<file path="src/rtl/in_service_8259a_pkg.sv">
// ----------------------------------------------------------------------------
// in_service_8259a_pkg
// Shared types and helpers for the 8259A in-service control slice.
//   isc_state_t        : acknowledge FSM state (ST_IDLE, ST_ACK1, ST_ACK2)
//   first_one_t        : {valid, index} result of a first-one search
//   SPURIOUS_LEVEL     : level reported when nothing is pending at first INTA
//   rotate_right8/left8: 8-bit circular rotates by a 3-bit amount
//   priority_first_one : lowest set bit of an 8-bit vector
// ----------------------------------------------------------------------------
package in_service_8259a_pkg;

    localparam logic [2:0] SPURIOUS_LEVEL = 3'd7;

    typedef enum logic [1:0] {
        ST_IDLE = 2'd0,
        ST_ACK1 = 2'd1,
        ST_ACK2 = 2'd2
    } isc_state_t;

    typedef struct packed {
        logic       valid;
        logic [2:0] index;
    } first_one_t;

    // Bit i of the result is bit (i + amount) mod 8 of the input.
    function automatic logic [7:0] rotate_right8(input logic [7:0] value,
                                                 input logic [2:0] amount);
        logic [15:0] doubled;
        doubled = {value, value} >> amount;
        return doubled[7:0];
    endfunction

    // Bit (i + amount) mod 8 of the result is bit i of the input.
    function automatic logic [7:0] rotate_left8(input logic [7:0] value,
                                                input logic [2:0] amount);
        logic [15:0] doubled;
        doubled = {value, value} << amount;
        return doubled[15:8];
    endfunction

    // Lowest set bit wins; valid = 0 when the vector is empty.
    function automatic first_one_t priority_first_one(input logic [7:0] value);
        first_one_t result;
        result = '0;
        for (int i = 7; i >= 0; i--) begin
            if (value[i]) begin
                result.valid = 1'b1;
                result.index = 3'(i);
            end
        end
        return result;
    endfunction

endpackage

</file>
<file path="src/rtl/in_service_control_8259a_resolver.sv">
// ----------------------------------------------------------------------------
// priority_resolver_8259a
// Combinational priority resolution with a rotating base and fully nested
// blocking by the in-service register.
//   candidates    in  8  unmasked pending requests
//   in_service    in  8  current ISR
//   priority_base in  3  level that currently has the highest priority
//   winner_valid  out 1  a candidate outranks every in-service level
//   winner_index  out 3  the winning level
// ----------------------------------------------------------------------------
module priority_resolver_8259a
    import in_service_8259a_pkg::*;
(
    input  logic [7:0] candidates,
    input  logic [7:0] in_service,
    input  logic [2:0] priority_base,
    output logic       winner_valid,
    output logic [2:0] winner_index
);

    first_one_t req_first;
    first_one_t isr_first;

    // After rotating right by the base, position 0 holds the highest-priority
    // level, so a smaller position means a higher priority.
    always_comb begin
        req_first    = priority_first_one(rotate_right8(candidates, priority_base));
        isr_first    = priority_first_one(rotate_right8(in_service, priority_base));
        winner_valid = req_first.valid &&
                       (!isr_first.valid || (req_first.index < isr_first.index));
        // Rotate the chosen position back to an absolute level (mod 8 wrap).
        winner_index = req_first.index + priority_base;
    end

endmodule

</file>
<file path="src/rtl/in_service_control_8259a.sv">
// ----------------------------------------------------------------------------
// in_service_control_8259a
// Mask/priority resolution, INT generation, two-pulse INTA# acknowledge
// sequence and In-Service Register for an 8259A-compatible controller.
// Configuration macro: ROTATION_EN (rotating priority via rotate_on_eoi);
// when undefined priority is fixed with IR0 highest.
//   clock, reset                 synchronous active-high reset
//   interrupt_request_register   IRR from the request stage
//   interrupt_mask               IMR, 1 = masked
//   auto_eoi_config              clear ISR bit at second INTA rising edge
//   end_of_interrupt             one-cycle pulse, set bits clear ISR bits
//   rotate_on_eoi                cleared level becomes lowest priority
//   interrupt_acknowledge_n      INTA#, already synchronised
//   interrupt_to_cpu             INT
//   freeze                       holds the IRR during acknowledge
//   clear_interrupt_request      one-hot, one-cycle pulse to the IRR
//   in_service_register          current ISR
//   interrupt_vector_index       acknowledged level
//   vector_valid                 one-cycle pulse at second INTA falling edge
//   debug_state                  FSM state (isc_state_t encoding)
// Handshake: INTA# edges are found by comparing against the previous sample;
// each edge is acted on in the clock that detects it, so the registered
// response is visible one clock later.
// ----------------------------------------------------------------------------
module in_service_control_8259a
    import in_service_8259a_pkg::*;
#(
    parameter int         NUM_LEVELS     = 8,
    parameter logic [2:0] SPURIOUS_LEVEL = in_service_8259a_pkg::SPURIOUS_LEVEL
)
(
    input  logic                  clock,
    input  logic                  reset,
    input  logic [NUM_LEVELS-1:0] interrupt_request_register,
    input  logic [NUM_LEVELS-1:0] interrupt_mask,
    input  logic                  auto_eoi_config,
    input  logic [NUM_LEVELS-1:0] end_of_interrupt,
    input  logic                  rotate_on_eoi,
    input  logic                  interrupt_acknowledge_n,
    output logic                  interrupt_to_cpu,
    output logic                  freeze,
    output logic [NUM_LEVELS-1:0] clear_interrupt_request,
    output logic [NUM_LEVELS-1:0] in_service_register,
    output logic [2:0]            interrupt_vector_index,
    output logic                  vector_valid,
    output logic [1:0]            debug_state
);

    isc_state_t            state;
    logic                  inta_prev;
    logic                  spurious;
    logic                  inta_fall;
    logic                  inta_rise;
    logic                  auto_eoi_now;
    logic [2:0]            priority_base;
    logic [NUM_LEVELS-1:0] candidates;
    logic [NUM_LEVELS-1:0] isr_next;
    logic                  winner_valid;
    logic [2:0]            winner_index;

    assign inta_fall    = inta_prev & ~interrupt_acknowledge_n;
    assign inta_rise    = ~inta_prev & interrupt_acknowledge_n;
    assign candidates   = interrupt_request_register & ~interrupt_mask;
    assign auto_eoi_now = (state == ST_ACK2) && inta_rise && auto_eoi_config && !spurious;
    assign debug_state  = state;

    priority_resolver_8259a u_resolver (
        .candidates    (candidates),
        .in_service    (in_service_register),
        .priority_base (priority_base),
        .winner_valid  (winner_valid),
        .winner_index  (winner_index)
    );

    // ISR update: EOI first, then auto-EOI, then the acknowledge set so that
    // a set on the same bit as an EOI survives.
    always_comb begin
        isr_next = in_service_register & ~end_of_interrupt;
        if (auto_eoi_now) begin
            isr_next[interrupt_vector_index] = 1'b0;
        end
        if ((state == ST_IDLE) && inta_fall && winner_valid) begin
            isr_next[winner_index] = 1'b1;
        end
    end

`ifdef ROTATION_EN
    logic [2:0] eoi_msb;
    logic [2:0] base_next;

    always_comb begin
        eoi_msb = 3'd0;
        for (int i = 0; i < NUM_LEVELS; i++) begin
            if (end_of_interrupt[i]) begin
                eoi_msb = 3'(i);
            end
        end
        base_next = priority_base;
        if (auto_eoi_now && rotate_on_eoi) begin
            base_next = interrupt_vector_index + 3'd1;
        end
        // An explicit EOI in the same cycle takes precedence.
        if (rotate_on_eoi && (|end_of_interrupt)) begin
            base_next = eoi_msb + 3'd1;
        end
    end

    always_ff @(posedge clock) begin
        if (reset) begin
            priority_base <= 3'd0;
        end else begin
            priority_base <= base_next;
        end
    end
`else
    logic unused_rotate_on_eoi;

    assign priority_base        = 3'd0;
    assign unused_rotate_on_eoi = rotate_on_eoi;
`endif

    always_ff @(posedge clock) begin
        if (reset) begin
            state                   <= ST_IDLE;
            inta_prev               <= 1'b1;
            spurious                <= 1'b0;
            interrupt_to_cpu        <= 1'b0;
            freeze                  <= 1'b0;
            clear_interrupt_request <= '0;
            in_service_register     <= '0;
            interrupt_vector_index  <= 3'd0;
            vector_valid            <= 1'b0;
        end else begin
            inta_prev               <= interrupt_acknowledge_n;
            in_service_register     <= isr_next;
            clear_interrupt_request <= '0;
            vector_valid            <= 1'b0;
            case (state)
                ST_IDLE: begin
                    interrupt_to_cpu <= winner_valid;
                    if (inta_fall) begin
                        interrupt_to_cpu <= 1'b0;
                        freeze           <= 1'b1;
                        state            <= ST_ACK1;
                        if (winner_valid) begin
                            interrupt_vector_index                <= winner_index;
                            clear_interrupt_request[winner_index] <= 1'b1;
                            spurious                              <= 1'b0;
                        end else begin
                            interrupt_vector_index <= SPURIOUS_LEVEL;
                            spurious               <= 1'b1;
                        end
                    end
                end
                ST_ACK1: begin
                    interrupt_to_cpu <= 1'b0;
                    if (inta_fall) begin
                        vector_valid <= 1'b1;
                        state        <= ST_ACK2;
                    end
                end
                ST_ACK2: begin
                    interrupt_to_cpu <= 1'b0;
                    if (inta_rise) begin
                        freeze <= 1'b0;
                        state  <= ST_IDLE;
                    end
                end
                default: begin
                    interrupt_to_cpu <= 1'b0;
                    freeze           <= 1'b0;
                    state            <= ST_IDLE;
                end
            endcase
        end
    end

endmodule
</file>
<file path="config.mk">
export PLATFORM = sky130hd
export DESIGN_NAME = in_service_control_8259a
export DESIGN_NICKNAME = d
export VERILOG_FILES = /design/src/rtl/in_service_8259a_pkg.sv /design/src/rtl/in_service_control_8259a_resolver.sv /design/src/rtl/in_service_control_8259a.sv
export SDC_FILE = /design/constraint.sdc
export NUM_CORES = 1
export LEC_CHECK = 0
export ABC_AREA = 1
export BUFFER_PORTS_ARGS = -buffer_cell sky130_fd_sc_hd__buf_4
export CORE_UTILIZATION = 28
export DETAILED_ROUTE_END_ITERATION = 10
export GPL_TIMING_DRIVEN = 0
export HOLD_SLACK_MARGIN = 0.02
export SETUP_SLACK_MARGIN = 0.1
export SLEW_MARGIN = 20
export SYNTH_ARGS = -nofsm -noshare
export SYNTH_HDL_FRONTEND = slang
export SYNTH_HIERARCHICAL = 1
export SYNTH_SLANG_ARGS = --single-unit
export TNS_END_PERCENT = 50
</file>
<file path="constraint.sdc">
create_clock -name clock -period 5.6 [get_ports clock]
set_input_delay 0.84 -clock clock [delete_from_list [all_inputs] [get_ports clock]]
set_output_delay 0.84 -clock clock [all_outputs]
set_load 0.1 [all_outputs]
</file>
==> impl_results.md <==
* Clock root cell: clkbuf_8
* Drt total wl at 5.621 mm
* Setup bufs post-CTS at 0
* Via density per instance at 4.583
* Clk slew on worst S/H paths at 0.09 ns
* Setup WS post-layout at 2.638 ns
* Final core occ at 37.36%
* GR Layer Usage met2 at 25.77%
* MaxCap Viol Count at 0
* Post-Syn Area per Cell at 6.111 µm²
* WHS Endpoint: freeze
* Filler cell count at 802
* Share of cells above drive strength 1 at 23.66%
* CTS resizes at 0
* Core box area at 7331 µm²
* List of most frequent post-synthesis cells: 108 x nand2_1, 62 x nand3_1, 45 x inv_1
* Required time of the critical path at 5.82 ns
* Crit Path Max Fanout at 8
* Reg2reg setup slack at 3.00 ns
* Crit path kind: primary input to register
* Setup WS pre-CTS at 2.340 ns
* Count leader, synth: nand2_1
* Die Y at 89.77 µm
* Inserted Clock Buffers at 3
* Setup tns final at 0 ns
* Nets at 443
* Distinct cell type count after synthesis at 36
* Die Area at 8059 µm²
* Area growth syn-to-layout at 26.97%
* Drt wl/cell at 11.04 µm
* GR Layer Usage met3 at 1.861%
* Number of enable flip-flop cells after synthesis at 0
* H-tree Lvls at 1
* Placer Congestion at 0.8191
* Hpwl dp at 4.689 mm
* GRT busiest layer: met2
* Final clock period utilization by the worst path at 52.89%
* Final slew viol count at 0
* Tot GR Track Use at 14.05%
* Via count at 2333
* Asr flop ratio synth at 0%
* Die X at 89.77 µm
* Most used flip-flop cell after synthesis: dfxtp_1
* Worst hold path type: register to register
* Syn Inst Count at 353
* Vias in the first global route at 2176
* Area leader, netlist: dfxtp_1
* Critical register-to-register path endpoint: in_service_register[0]
* Final Hold Viols at 0
* CTS Buffer Depth at 2
* Number of diodes at 0
* CP arrival at 3.19 ns
* Synth top area share at 24.13%
* Yosys warning count at 6
* Worst hold stages at 2
* Hold-fix buffers, CTS at 0
* I/O pins at 53
* Cell Rows at 31
* Sequential share of the synthesized area at 24.13%
* Minimum clock period at 2.962 ns
* PortBufs at 50
* Maximum vdd drop at 0.1595 mV
* RSZ-0062 raised after global routing: no
* Hold WS at 0.5038 ns
* Antenna Violating Nets Remaining at 0
* Leakage at 1.524 nW
* Top area cells in the synthesized netlist: dfxtp_1 24%, nand2_1 19%, nand3_1 14%
* Grt ovf at 0
* Kind of end point of the critical path: register
* Initial DRC Count at 86
* Remaining routing DRC violations at 0
* Reg2reg start: in_service_register[2]
* Final setup viols at 0
* Crit start category: primary input
* P per Cell Area at 233.5 nW/µm²
* Initial Utilization at 29.42%
* Worst R2R Path Depth at 16
* Clk_lat worst skew at 0.28 ns
* Status: complete, no violations
* Wire length of the first global-routing pass at 9.390 mm
* CTS tree: yes
* Fmax at 337.6 MHz
* M1 GR Usage at 16.07%
* #FFs+latches synth at 26
* Clock Sinks at 26
* Cell Area, Synth at 2157 µm²
* Initial antenna violation count at 0
* Largest net degree at the start of global routing at 16
* Worst Skew at 0.003817 ns
* HP Start: freeze
* Drt pass-1 iters at 4
final cells by class:
class	count	area (µm²)	share of cell area, %
inverter	50	197.7	7.218
timing repair buffer	50	375.4	13.70
tap	99	123.9	4.523
clock buffer	3	41.29	1.508
clock inverter	1	30.03	1.096
multi-input combinational	269	1349	49.25
buffer	11	101.3	3.700
sequential	26	520.5	19.00
logic make-up (layout without fill, tap and decap cells):
| family | Yosys count | in the layout | share of synthesized area (%) |
|---|---|---|---|
| xor gates and xnor gates | 3 | 3 | 1.218 |
| and+or+nand+nor | 236 | 236 | 51.68 |
| other | 1 | 4 | 0.1738 |
| buffers and inverters | 61 | 115 | 13.86 |
| DFF | 26 | 26 | 24.13 |
| adders and majority gates | 3 | 3 | 1.740 |
| AOI/OAI and AO/OA | 23 | 23 | 7.194 |
power breakdown:
group          leakage (nW)  switching (W)  total (W)  internal [W]
Combinational          1.28       0.000190   0.000275     0.0000851
Clock                0.0357      0.0000608   0.000157     0.0000958
Sequential            0.212      0.0000118   0.000208      0.000196
Total                  1.52       0.000263   0.000639      0.000377
state kept, by name, summed over array words and instances, names as in the netlist:
| name | count |
|---|---|
| clear_interrupt_request | 8 |
| spurious | 1 |
| inta_prev | 1 |
| interrupt_to_cpu | 1 |
| vector_valid | 1 |
| in_service_register | 8 |
| interrupt_vector_index | 3 |
| debug_state | 2 |
| freeze | 1 |
how the worst max path moves through the flow:
stage,slack (ns),cells past startpoint,end,startpoint
global route,2.39,20,in_service_register[7],interrupt_mask[1]
finish,2.64,20,in_service_register[0],interrupt_mask[1]
CTS,2.62,20,in_service_register[7],interrupt_mask[1]
detailed placement,2.34,20,in_service_register[7],interrupt_mask[1]
global placement,2.34,20,in_service_register[7],interrupt_mask[0]
floorplan,2.84,20,in_service_register[1],interrupt_request_register[0]
cells in the final DEF, fill, tap and decap left out, types with 3 or more instances in the layout:
cell type / n
buf_2: 3
buf_4: 53
buf_6: 3
clkbuf_8: 3
conb_1: 4
dfxtp_1: 26
ha_1: 3
inv_1: 45
inv_2: 3
nand2_1: 108
nand2_2: 9
nand3_1: 62
nand3_2: 6
nand4_1: 3
nor2_1: 34
nor3b_1: 4
o21a_1: 3
o21ai_0: 4
o21ai_1: 6
xor2_1: 3
stage by stage:
stage / total power (W) / cell area (µm²) / std cells
final: 0.0006394 / 2739 / 509
after global routing: 0.0006801 / 2739 / 509
after CTS: 0.0006387 / 2739 / 509
after detailed placement: 0.0004812 / 2668 / 505
after global placement: 0.0004775 / 2668 / 505
after floorplan: 0.0004259 / 2168 / 356
metal layers:
layer	share of wire, %	vias up	routed length (µm)
li1	-	1231	-
met5	0	-	0
met4	2.8	0	156
met2	49	71	2746
met1	43	1018	2414
met3	5.4	13	304
worst max-delay path, cell delays in order:
cell and delay, ns:
buf_4 0.11, nor2_1 0.16, nand2_1 0.10, nand3_1 0.10, nand2_1 0.05, o21a_1 0.20
nand2_2 0.11, nor3_1 0.05, nand2_1 0.10, inv_1 0.05, ha_1 0.30, inv_1 0.06
o21bai_1 0.06, inv_1 0.05, nand2_1 0.05, a21oi_2 0.22, nand2_2 0.13, nor2_8 0.17
nand3_1 0.16, nand2_1 0.10
Note: power is estimated with default switching activity, not from simulation.
